$ cat src/rtl/jk_bank_sequencer.sv
`default_nettype none
// ============================================================================
// Module   : jk_bank_sequencer
// Purpose  : Shares one bank of W JK flip-flops among NREQ requesters.
//            It arbitrates round-robin, drives J/K for one clock, and then
//            acknowledges. It also sequences the bank's power-up clear.
// Options  : JKB_READBACK_EN - compare bank_Q against the expected result in
//            DONE and raise a sticky err flag on mismatch.
// Revision : 1.0 - initial release
// ============================================================================
module jk_bank_sequencer #(
  parameter int W           = 8,
  parameter int NREQ        = 4,
  parameter int INIT_CYCLES = 2
) (
  input  logic                CLK,
  input  logic                Clear,
  input  logic [NREQ-1:0]     req,
  input  logic [2*NREQ-1:0]   op,
  input  logic [W*NREQ-1:0]   mask,
  output logic [NREQ-1:0]     gnt,
  output logic [NREQ-1:0]     done,
  output logic [W-1:0]        bank_J,
  output logic [W-1:0]        bank_K,
  output logic [W-1:0]        bank_Preset_n,
  output logic [W-1:0]        bank_Clear_n,
  input  logic [W-1:0]        bank_Q,
  output logic                busy,
  output logic                err
);

  localparam int PW = (NREQ > 1) ? $clog2(NREQ) : 1;
  localparam int CW = $clog2(INIT_CYCLES + 1);

  localparam logic [CW-1:0] INIT_LAST = CW'(INIT_CYCLES - 1);
  localparam logic [CW-1:0] INIT_END  = CW'(INIT_CYCLES);
  localparam logic [PW-1:0] PTR_MAX   = PW'(NREQ - 1);

  localparam logic [1:0] S_INIT  = 2'd0;
  localparam logic [1:0] S_IDLE  = 2'd1;
  localparam logic [1:0] S_ISSUE = 2'd2;
  localparam logic [1:0] S_DONE  = 2'd3;

  logic [1:0]      state_q, state_d;
  logic [CW-1:0]   init_cnt_q, init_cnt_d;
  logic [PW-1:0]   ptr_q, ptr_d;
  logic [PW-1:0]   win_q, win_d;
  logic [NREQ-1:0] gnt_q, gnt_d;
  logic [NREQ-1:0] done_q, done_d;
  logic [W-1:0]    j_q, j_d;
  logic [W-1:0]    k_q, k_d;
  logic [W-1:0]    clr_n_q, clr_n_d;
  logic [W-1:0]    pre_n_q;
  logic            busy_q, busy_d;

  logic            arb_any, arb_hi_any;
  logic [PW-1:0]   arb_lo_idx, arb_hi_idx, arb_idx;
  logic [1:0]      arb_op;
  logic [W-1:0]    arb_mask;
  logic [NREQ-1:0] arb_onehot, win_onehot;

  // Round-robin pick: lowest requester at/above the pointer, else lowest overall
  always_comb begin
    arb_any    = 1'b0;
    arb_hi_any = 1'b0;
    arb_lo_idx = '0;
    arb_hi_idx = '0;
    for (int i = NREQ - 1; i >= 0; i--) begin
      if (req[i]) begin
        arb_any    = 1'b1;
        arb_lo_idx = PW'(i);
        if (PW'(i) >= ptr_q) begin
          arb_hi_any = 1'b1;
          arb_hi_idx = PW'(i);
        end
      end
    end
    arb_idx = arb_hi_any ? arb_hi_idx : arb_lo_idx;
  end

  // Route the candidate's op/mask and decode candidate/winner one-hot vectors
  always_comb begin
    arb_op     = '0;
    arb_mask   = '0;
    arb_onehot = '0;
    win_onehot = '0;
    for (int i = 0; i < NREQ; i++) begin
      if (arb_idx == PW'(i)) begin
        arb_op        = op[2*i +: 2];
        arb_mask      = mask[W*i +: W];
        arb_onehot[i] = 1'b1;
      end
      if (win_q == PW'(i)) begin
        win_onehot[i] = 1'b1;
      end
    end
  end

  // State and registered outputs; Clear drops any pending operation
  always_ff @(posedge CLK or negedge Clear) begin
    if (!Clear) begin
      state_q    <= S_INIT;
      init_cnt_q <= '0;
      ptr_q      <= '0;
      win_q      <= '0;
      gnt_q      <= '0;
      done_q     <= '0;
      j_q        <= '0;
      k_q        <= '0;
      clr_n_q    <= '0;
      pre_n_q    <= '1;
      busy_q     <= 1'b1;
    end else begin
      state_q    <= state_d;
      init_cnt_q <= init_cnt_d;
      ptr_q      <= ptr_d;
      win_q      <= win_d;
      gnt_q      <= gnt_d;
      done_q     <= done_d;
      j_q        <= j_d;
      k_q        <= k_d;
      clr_n_q    <= clr_n_d;
      pre_n_q    <= '1;
      busy_q     <= busy_d;
    end
  end

  // Next state, init counter, winner latch and pointer advance
  always_comb begin
    state_d    = state_q;
    init_cnt_d = init_cnt_q;
    ptr_d      = ptr_q;
    win_d      = win_q;
    case (state_q)
      S_INIT: begin
        if (init_cnt_q == INIT_END) begin
          state_d = S_IDLE;
        end else begin
          init_cnt_d = init_cnt_q + CW'(1);
        end
      end
      S_IDLE: begin
        if (arb_any) begin
          state_d = S_ISSUE;
          win_d   = arb_idx;
        end
      end
      S_ISSUE: begin
        state_d = S_DONE;
      end
      S_DONE: begin
        state_d = S_IDLE;
        ptr_d   = (win_q == PTR_MAX) ? '0 : win_q + PW'(1);
      end
      default: begin
        state_d = S_INIT;
      end
    endcase
  end

  // Next values of the registered outputs
  always_comb begin
    gnt_d   = '0;
    done_d  = '0;
    j_d     = '0;
    k_d     = '0;
    clr_n_d = clr_n_q;
    busy_d  = (state_d != S_IDLE);
    case (state_q)
      S_INIT: begin
        // Release the bank clear one cycle before leaving INIT
        if (init_cnt_q >= INIT_LAST) begin
          clr_n_d = '1;
        end
      end
      S_IDLE: begin
        if (arb_any) begin
          gnt_d = arb_onehot;
          // op[1] asserts J, op[0] asserts K on every masked bit
          j_d   = arb_op[1] ? arb_mask : '0;
          k_d   = arb_op[0] ? arb_mask : '0;
        end
      end
      S_ISSUE: begin
        done_d = win_onehot;
      end
      default: begin
      end
    endcase
  end

`ifdef JKB_READBACK_EN
  localparam logic [1:0] OP_RESET  = 2'b01;
  localparam logic [1:0] OP_SET    = 2'b10;
  localparam logic [1:0] OP_TOGGLE = 2'b11;

  logic [1:0]   op_q;
  logic [W-1:0] mask_q;
  logic [W-1:0] snap_q;
  logic [W-1:0] rb_exp;
  logic         rb_mismatch;
  logic         err_q;

  // Expected bank contents after the operation, checked only on masked bits
  always_comb begin
    case (op_q)
      OP_SET:    rb_exp = '1;
      OP_RESET:  rb_exp = '0;
      OP_TOGGLE: rb_exp = ~snap_q;
      default:   rb_exp = snap_q;
    endcase
    rb_mismatch = |((bank_Q ^ rb_exp) & mask_q);
  end

  // Latch the winner's command and pre-op bank value; sticky mismatch in DONE
  always_ff @(posedge CLK or negedge Clear) begin
    if (!Clear) begin
      op_q   <= '0;
      mask_q <= '0;
      snap_q <= '0;
      err_q  <= 1'b0;
    end else begin
      if (state_q == S_IDLE && arb_any) begin
        op_q   <= arb_op;
        mask_q <= arb_mask;
        snap_q <= bank_Q;
      end
      if (state_q == S_DONE && rb_mismatch) begin
        err_q <= 1'b1;
      end
    end
  end

  assign err = err_q;
`else
  logic unused_bank_q;
  assign unused_bank_q = ^bank_Q;
  assign err           = 1'b0;
`endif

  assign gnt           = gnt_q;
  assign done          = done_q;
  assign bank_J        = j_q;
  assign bank_K        = k_q;
  assign bank_Preset_n = pre_n_q;
  assign bank_Clear_n  = clr_n_q;
  assign busy          = busy_q;

endmodule
`default_nettype wire

$ cat config.mk
export PLATFORM = sky130hd
export DESIGN_NAME = jk_bank_sequencer
export DESIGN_NICKNAME = d
export VERILOG_FILES = /design/src/rtl/jk_bank_sequencer.sv
export SDC_FILE = /design/constraint.sdc
export NUM_CORES = 1
export LEC_CHECK = 0
export ABC_AREA = 1
export BUFFER_PORTS_ARGS = -buffer_cell sky130_fd_sc_hd__buf_4
export CORE_ASPECT_RATIO = 0.75
export CORE_MARGIN = 1.5
export CORE_UTILIZATION = 49
export CTS_CLUSTER_DIAMETER = 200
export DETAILED_ROUTE_END_ITERATION = 10
export HOLD_SLACK_MARGIN = 0.05
export PLACE_DENSITY = 0.94
export SLEW_MARGIN = 20
export SYNTH_ARGS = -nofsm -noshare
export SYNTH_HDL_FRONTEND = slang
export SYNTH_SLANG_ARGS = --single-unit
$ cat constraint.sdc
create_clock -name CLK -period 2.7 [get_ports CLK]
set_input_delay 0.27 -clock CLK [delete_from_list [all_inputs] [get_ports CLK]]
set_output_delay 0.27 -clock CLK [all_outputs]
set_load 0.05 [all_outputs]
After elaboration in Yosys (flattened, before gate mapping)

Index checks and enable logic that the tools add are counted.
W data, S select, Z words.

$add $sub $neg: 2
Order comparisons: 5
Reductions and logical operators: 6
Bitwise gates (word level): 1
Multiplexer cells: 54
Equality and inequality tests: 11

Operator list:

| operator              | number |
|---|---|
| $mux W8               | 10 |
| $mux W2               | 20 |
| $mux W1               | 20 |
| $eq A2 B2 Y1 const B  | 7 |
| $mux W4               | 3 |
| $pmux W2 S4           | 1 |
| $eq A2 B1 Y1 const B  | 3 |
| $logic_not A2 Y1      | 3 |
| $reduce_and A2 Y1     | 3 |
| $add A2 B1 Y2 const B | 2 |
| $ge A1 B2 Y1 const A  | 2 |
| $ge A2 B2 Y1 const A  | 2 |
| $ge A2 B1 Y1 const B  | 1 |
| $ne A2 B1 Y1 const B  | 1 |
| $not A1 Y1            | 1 |

Input bits: 54
Logic and storage cells: 89
Output and inout port bits: 42
Flip-flop bits (word level): 34

Depth between registers and ports, before layout

Word-level depth: 18
Mapped depth: 13
Gate-level depth less buffers: 13

Least setup slack after synthesis

No wires, ideal clock.

Path type: register to register
From: reg ptr_q[1]
To: reg j_q[5] (netlist: bank_J[5])
Required time: 2.581 ns
Cell stages (with the launch flop): 10
Arrival time: 1.302 ns
Setup slack: 1.279 ns
Period minus slack after synthesis: 1.421 ns
Library setup time: 0.119 ns
Buffers on the path: 0
Path through: dfrtp_1 > nand2_1 > nand2_2 > nand3_1 > nand2_2 > inv_4 > nand3_1 > or2_0 > a21boi_2 > nor2_1

Longest elaborated chain between the ends: 18
Elaborated cells between the ends (all ways): 36
Classes of those cells: 4 x order compare; 3 x eq/ne; 28 x mux; 1 x reduce/logical

Ends and longest elaborated chain:

| element                                                | RTL line | text |
|---|---|---|
| from (decl)                                            | 46       | `logic [PW-1:0] ptr_q, ptr_d;` |
| from (signal assigned)                                 | 116      | `ptr_q <= ptr_d;` |
| $ge A2 B2 Y1                                           | 72       | `if (PW'(i) >= ptr_q) begin` |
| $mux W2 / $mux W1 (equally long branches)              | 72       |  |
| $mux W2 / $mux W1 (equally long branches)              | 69       | `if (req[i]) begin` |
| $mux W2 / $mux W1 (equally long branches)              | 72       |  |
| $mux W2 / $mux W1 (equally long branches)              | 69       |  |
| $mux W2 / $mux W1 (equally long branches)              | 72       |  |
| $mux W2 / $mux W1 (equally long branches)              | 69       |  |
| $mux W2 / $mux W1 (equally long branches)              | 72       |  |
| $mux W2 / $mux W1 (equally long branches)              | 69       |  |
| $mux W2 (*)                                            | 78       | `arb_idx = arb_hi_any ? arb_hi_idx : arb_lo_idx;` |
| $logic_not A2 Y1                                       | 88       | `if (arb_idx == PW'(i)) begin` |
| $mux W8 / $mux W2 (equally long branches) (4 in a row) | 88       |  |
| $mux W8 (*)                                            | 180      | `j_d = arb_op[1] ? arb_mask : '0;` |
| $mux W8 (*)                                            | 177      | `if (arb_any) begin` |
| $mux W8 (*)                                            | 169      | `case (state_q)` |
| named net j_d[5]                                       | 50       | `logic [W-1:0] j_q, j_d;` |
| to (signal assigned)                                   | 120      | `j_q <= j_d;` |
| to (decl)                                              | 50       |  |

The timed path passes the listed nets; every way through them passes the cells marked *.
A chain may end at the register's enable or synchronous reset.

Worst setup path after layout

From: reg ptr_q[0]
To: reg k_q[5] (netlist: bank_K[5])

Longest elaborated chain between the ends: 18
Elaborated cells between the ends (all ways): 36
Classes of those cells: 4 x order compare; 3 x eq/ne; 28 x mux; 1 x reduce/logical

Ends and longest elaborated chain:

| element                                                | RTL line | text |
|---|---|---|
| $ge A2 B2 Y1                                           | 72       |  |
| $mux W2 / $mux W1 (equally long branches)              | 72       |  |
| $mux W2 / $mux W1 (equally long branches)              | 69       |  |
| $mux W2 / $mux W1 (equally long branches)              | 72       |  |
| $mux W2 / $mux W1 (equally long branches)              | 69       |  |
| $mux W2 / $mux W1 (equally long branches)              | 72       |  |
| $mux W2 / $mux W1 (equally long branches)              | 69       |  |
| $mux W2 / $mux W1 (equally long branches)              | 72       |  |
| $mux W2 / $mux W1 (equally long branches)              | 69       |  |
| $mux W2 (*)                                            | 78       |  |
| $logic_not A2 Y1                                       | 88       |  |
| $mux W8 / $mux W2 (equally long branches) (4 in a row) | 88       |  |
| $mux W8 (*)                                            | 181      | `k_d = arb_op[0] ? arb_mask : '0;` |
| $mux W8 (*)                                            | 177      |  |
| $mux W8 (*)                                            | 169      |  |
| named net k_d[5]                                       | 51       | `logic [W-1:0] k_q, k_d;` |
| to (signal assigned)                                   | 121      | `k_q <= k_d;` |
| to (decl)                                              | 51       |  |

Marks and branches as above.

==> flow_metrics.tcl <==
set metrics [dict create \
    startpoint "ptr_q[0]" \
    p_leak_uw 0.00144 \
    firstDrtPassIters 4 \
    final_common_cell "buf_4" \
    critPathCapture "bank_K[5]" \
    status "completed" \
    rsz0062_at_grt "false" \
    synthMuxAreaShare_pct 0 \
    postRouteAntennaNets 0 \
    layout-drive-gt1-share_pct 36.1 \
    overflow 0 \
    ctsRootBufferMaster "clkbuf_8" \
    timing.final.crit_share_pct 69.8 \
    fin_cells 357 \
    ctsLongestPathBuffers 2 \
    synth.cell_area_sq_um 1880 \
    synth_fa_ha_area_share_pct 4.00 \
    yosysTopAreaCellShare_pct 44.0 \
    ys_ff_latch 34 \
    cp_data_required_time_ns 2.87 \
    fmax_ghz 0.530 \
    syn_inst 229 \
    final_util_pct 69.2 \
    avgRoutedWirePerCell_um 12.1 \
    fin_tns_setup_ns 0 \
    grt_pass1_vias 1524 \
    ir_drop_mv 0.624 \
    dr_total_vias 1688 \
    r2r-start "ptr_q[0]" \
    grt_usage_pct 21.7 \
    synth_compound_area_share_pct 7.07 \
    rows 19 \
    drt-initial-drc-count 92 \
    grt_pass1_wl_um 6800 \
    r2r-end "bank_K[5]" \
    yosysUniqueCellTypes 29 \
    fp.dieW_um 74.4 \
    antenna_found_initial 0 \
    clock-sinks 34 \
    min_path_type "in -> reg" \
    place.gp.congestion 0.890 \
    yosys.area_share.simple_pct 29.5 \
    ioPinCount 96 \
    ff2ff_setup_slack_ns 0.81 \
    dp.cells 348 \
    finalClockSkew_ns 0.00371 \
    clk_pin_slew_ns 0.07 \
    critPathLaunchType "flop" \
    avgViaCountPerCell 4.73 \
    antenna_cells 0 \
    yosysSeqAreaShare_pct 45.4 \
    ys.warnings.count 0 \
    end_kind "flop" \
    synth-xor-area-share_pct 0.467 \
    cts_tree "built" \
    most-common-layout-cells "buf_4, nand2_1, nor2_1, dfrtp_1, inv_1" \
    grt_start_max_net_pins 35 \
    r2r_cells 9 \
    dp_hpwl_um 3390 \
    synth_top_family_by_area "simple AND/OR/NAND/NOR gates" \
    layout.nets 364 \
    fillers 302 \
    floorplan.die_area_sq_um 4210 \
    coreArea_sq_um 3660 \
    synth_area_leaders "dfrtp_1, nand2_1, nor2_1" \
    cts_resized 0 \
    cp_data_arrival_time_ns 2.06 \
    cp_max_fo 12 \
    cts_buffers 5 \
    syn_avg_cell_area_sq_um 8.19 \
    hold_start "mask[31]" \
    finalHoldViolations 0 \
    drt-total-wl_um 4300 \
    critPathKind "reg -> reg" \
    synth_top_cell_by_area "dfrtp_1" \
    min_period_ns 1.89 \
    power_density_nw_per_um2 1090 \
    final_max_slew_viol_count 0 \
    start_util_pct 51.2 \
    io_buffers 78 \
    h-tree-depth 2 \
    syn2layout_area_growth_pct 35.0 \
    fin_area_sq_um 2530 \
    clock_latency_ns 0.28 \
    setup_viol 0 \
    die_y_um 56.6 \
    dpl_cell_area_sq_um 2410 \
    p_total_uw 2770 \
    cap_violations 0 \
    drcViolationCount 0 \
]
-- synthesized netlist by cell type --
cell / n
buf_4: 16
inv_4: 1
nand2_4: 3
a21oi_1: 5
buf_6: 1
o21ai_0: 10
xor2_1: 1
nand3_1: 8
nand3_2: 3
o21ai_1: 1
or2_0: 1
inv_2: 1
or2_1: 2
inv_1: 24
dfstp_2: 1
nor2_4: 2
a21boi_2: 1
buf_8: 1
nand3b_1: 1
dfrtp_1: 33
nor2_2: 1
o21bai_1: 1
ha_1: 6
a21oi_2: 3
nand2_1: 50
conb_1: 2
o31ai_1: 1
nor2_1: 40
nand2_2: 9
-- repair_timing --
action	CTS	global route
setup endpoints to repair	0	0
setup buffers	0	0
hold buffers	1	0
endpoints found under the hold margin	33	0
-- worst max-delay path: stages (launching register included) --
cell and delay [ns]:
dfrtp_1 0.41, nand2_1 0.10, nand2_2 0.07, nand3_1 0.10, nand2_2 0.20, inv_4 0.18
nand3_1 0.18, or2_0 0.27, a21boi_2 0.21, nor2_1 0.07
-- final cells by class --
class                           count  area, sq um  share of cell area [%]
Sequential cell                    34          852                    33.6
Multi-Input combinational cell    158          803                    31.7
Timing Repair Buffer               79          596                    23.5
Inverter                           26          100                    3.95
Clock buffer                        7         86.3                    3.41
Tap cell                           52         65.1                    2.57
Clock inverter                      1         30.0                    1.19
-- kinds of logic after synthesis --
logic type | after synthesis
and+or+nand+nor | 120
buffers and inverters | 44
DFF | 34
AOI/OAI and AO/OA | 22
adders and majority gates | 6
other | 2
xor gates and xnor gates | 1
-- how the worst min path moves through the flow --
stage | to | slack (ns) | cells past startpoint
6_report | bank_J[7] | 0.27 | 3
5_1_grt | bank_J[3] | 0.28 | 3
4_1_cts | bank_J[7] | 0.27 | 3
3_5_place_dp | bank_K[2] | 0.23 | 1
3_3_place_gp | bank_K[2] | 0.23 | 1
2_1_floorplan | bank_Clear_n[0] | -0.03 | 0
-- state kept, by name, summed over array words and instances (netlist names) --
| register | cells |
|---|---|
| ptr_q | 2 |
| win_q | 2 |
| gnt | 4 |
| init_cnt_q | 2 |
| state_q | 2 |
| done | 4 |
| bank_Clear_n | 1 |
| busy | 1 |
| bank_K | 8 |
| bank_J | 8 |
-- through the flow --
step | setup WS (ns) | hold WS [ns]
2_1_floorplan | 1.28 | -0.0256
3_3_place_gp | 0.874 | 0.228
3_5_place_dp | 0.818 | 0.230
4_1_cts | 0.850 | 0.268
5_1_grt | 0.636 | 0.281
6_report | 0.814 | 0.267
-- report_power, final --
group / leakage [uW] / switching (uW) / internal [uW]
clock network: 0.0000585 / 177 / 301
registers: 0.000444 / 77.3 / 684
logic: 0.000937 / 1090 / 439
total: 0.00144 / 1350 / 1420
-- per-layer routing --
layer	track usage, %	vias up	wire length, um
met2	34.9	69	2100
li1	-	827	-
met4	9.09	0	93
met3	5.03	10	270
met1	27.9	782	1840
met5	0	-	0
Note: power is estimated with default switching activity, not from simulation.
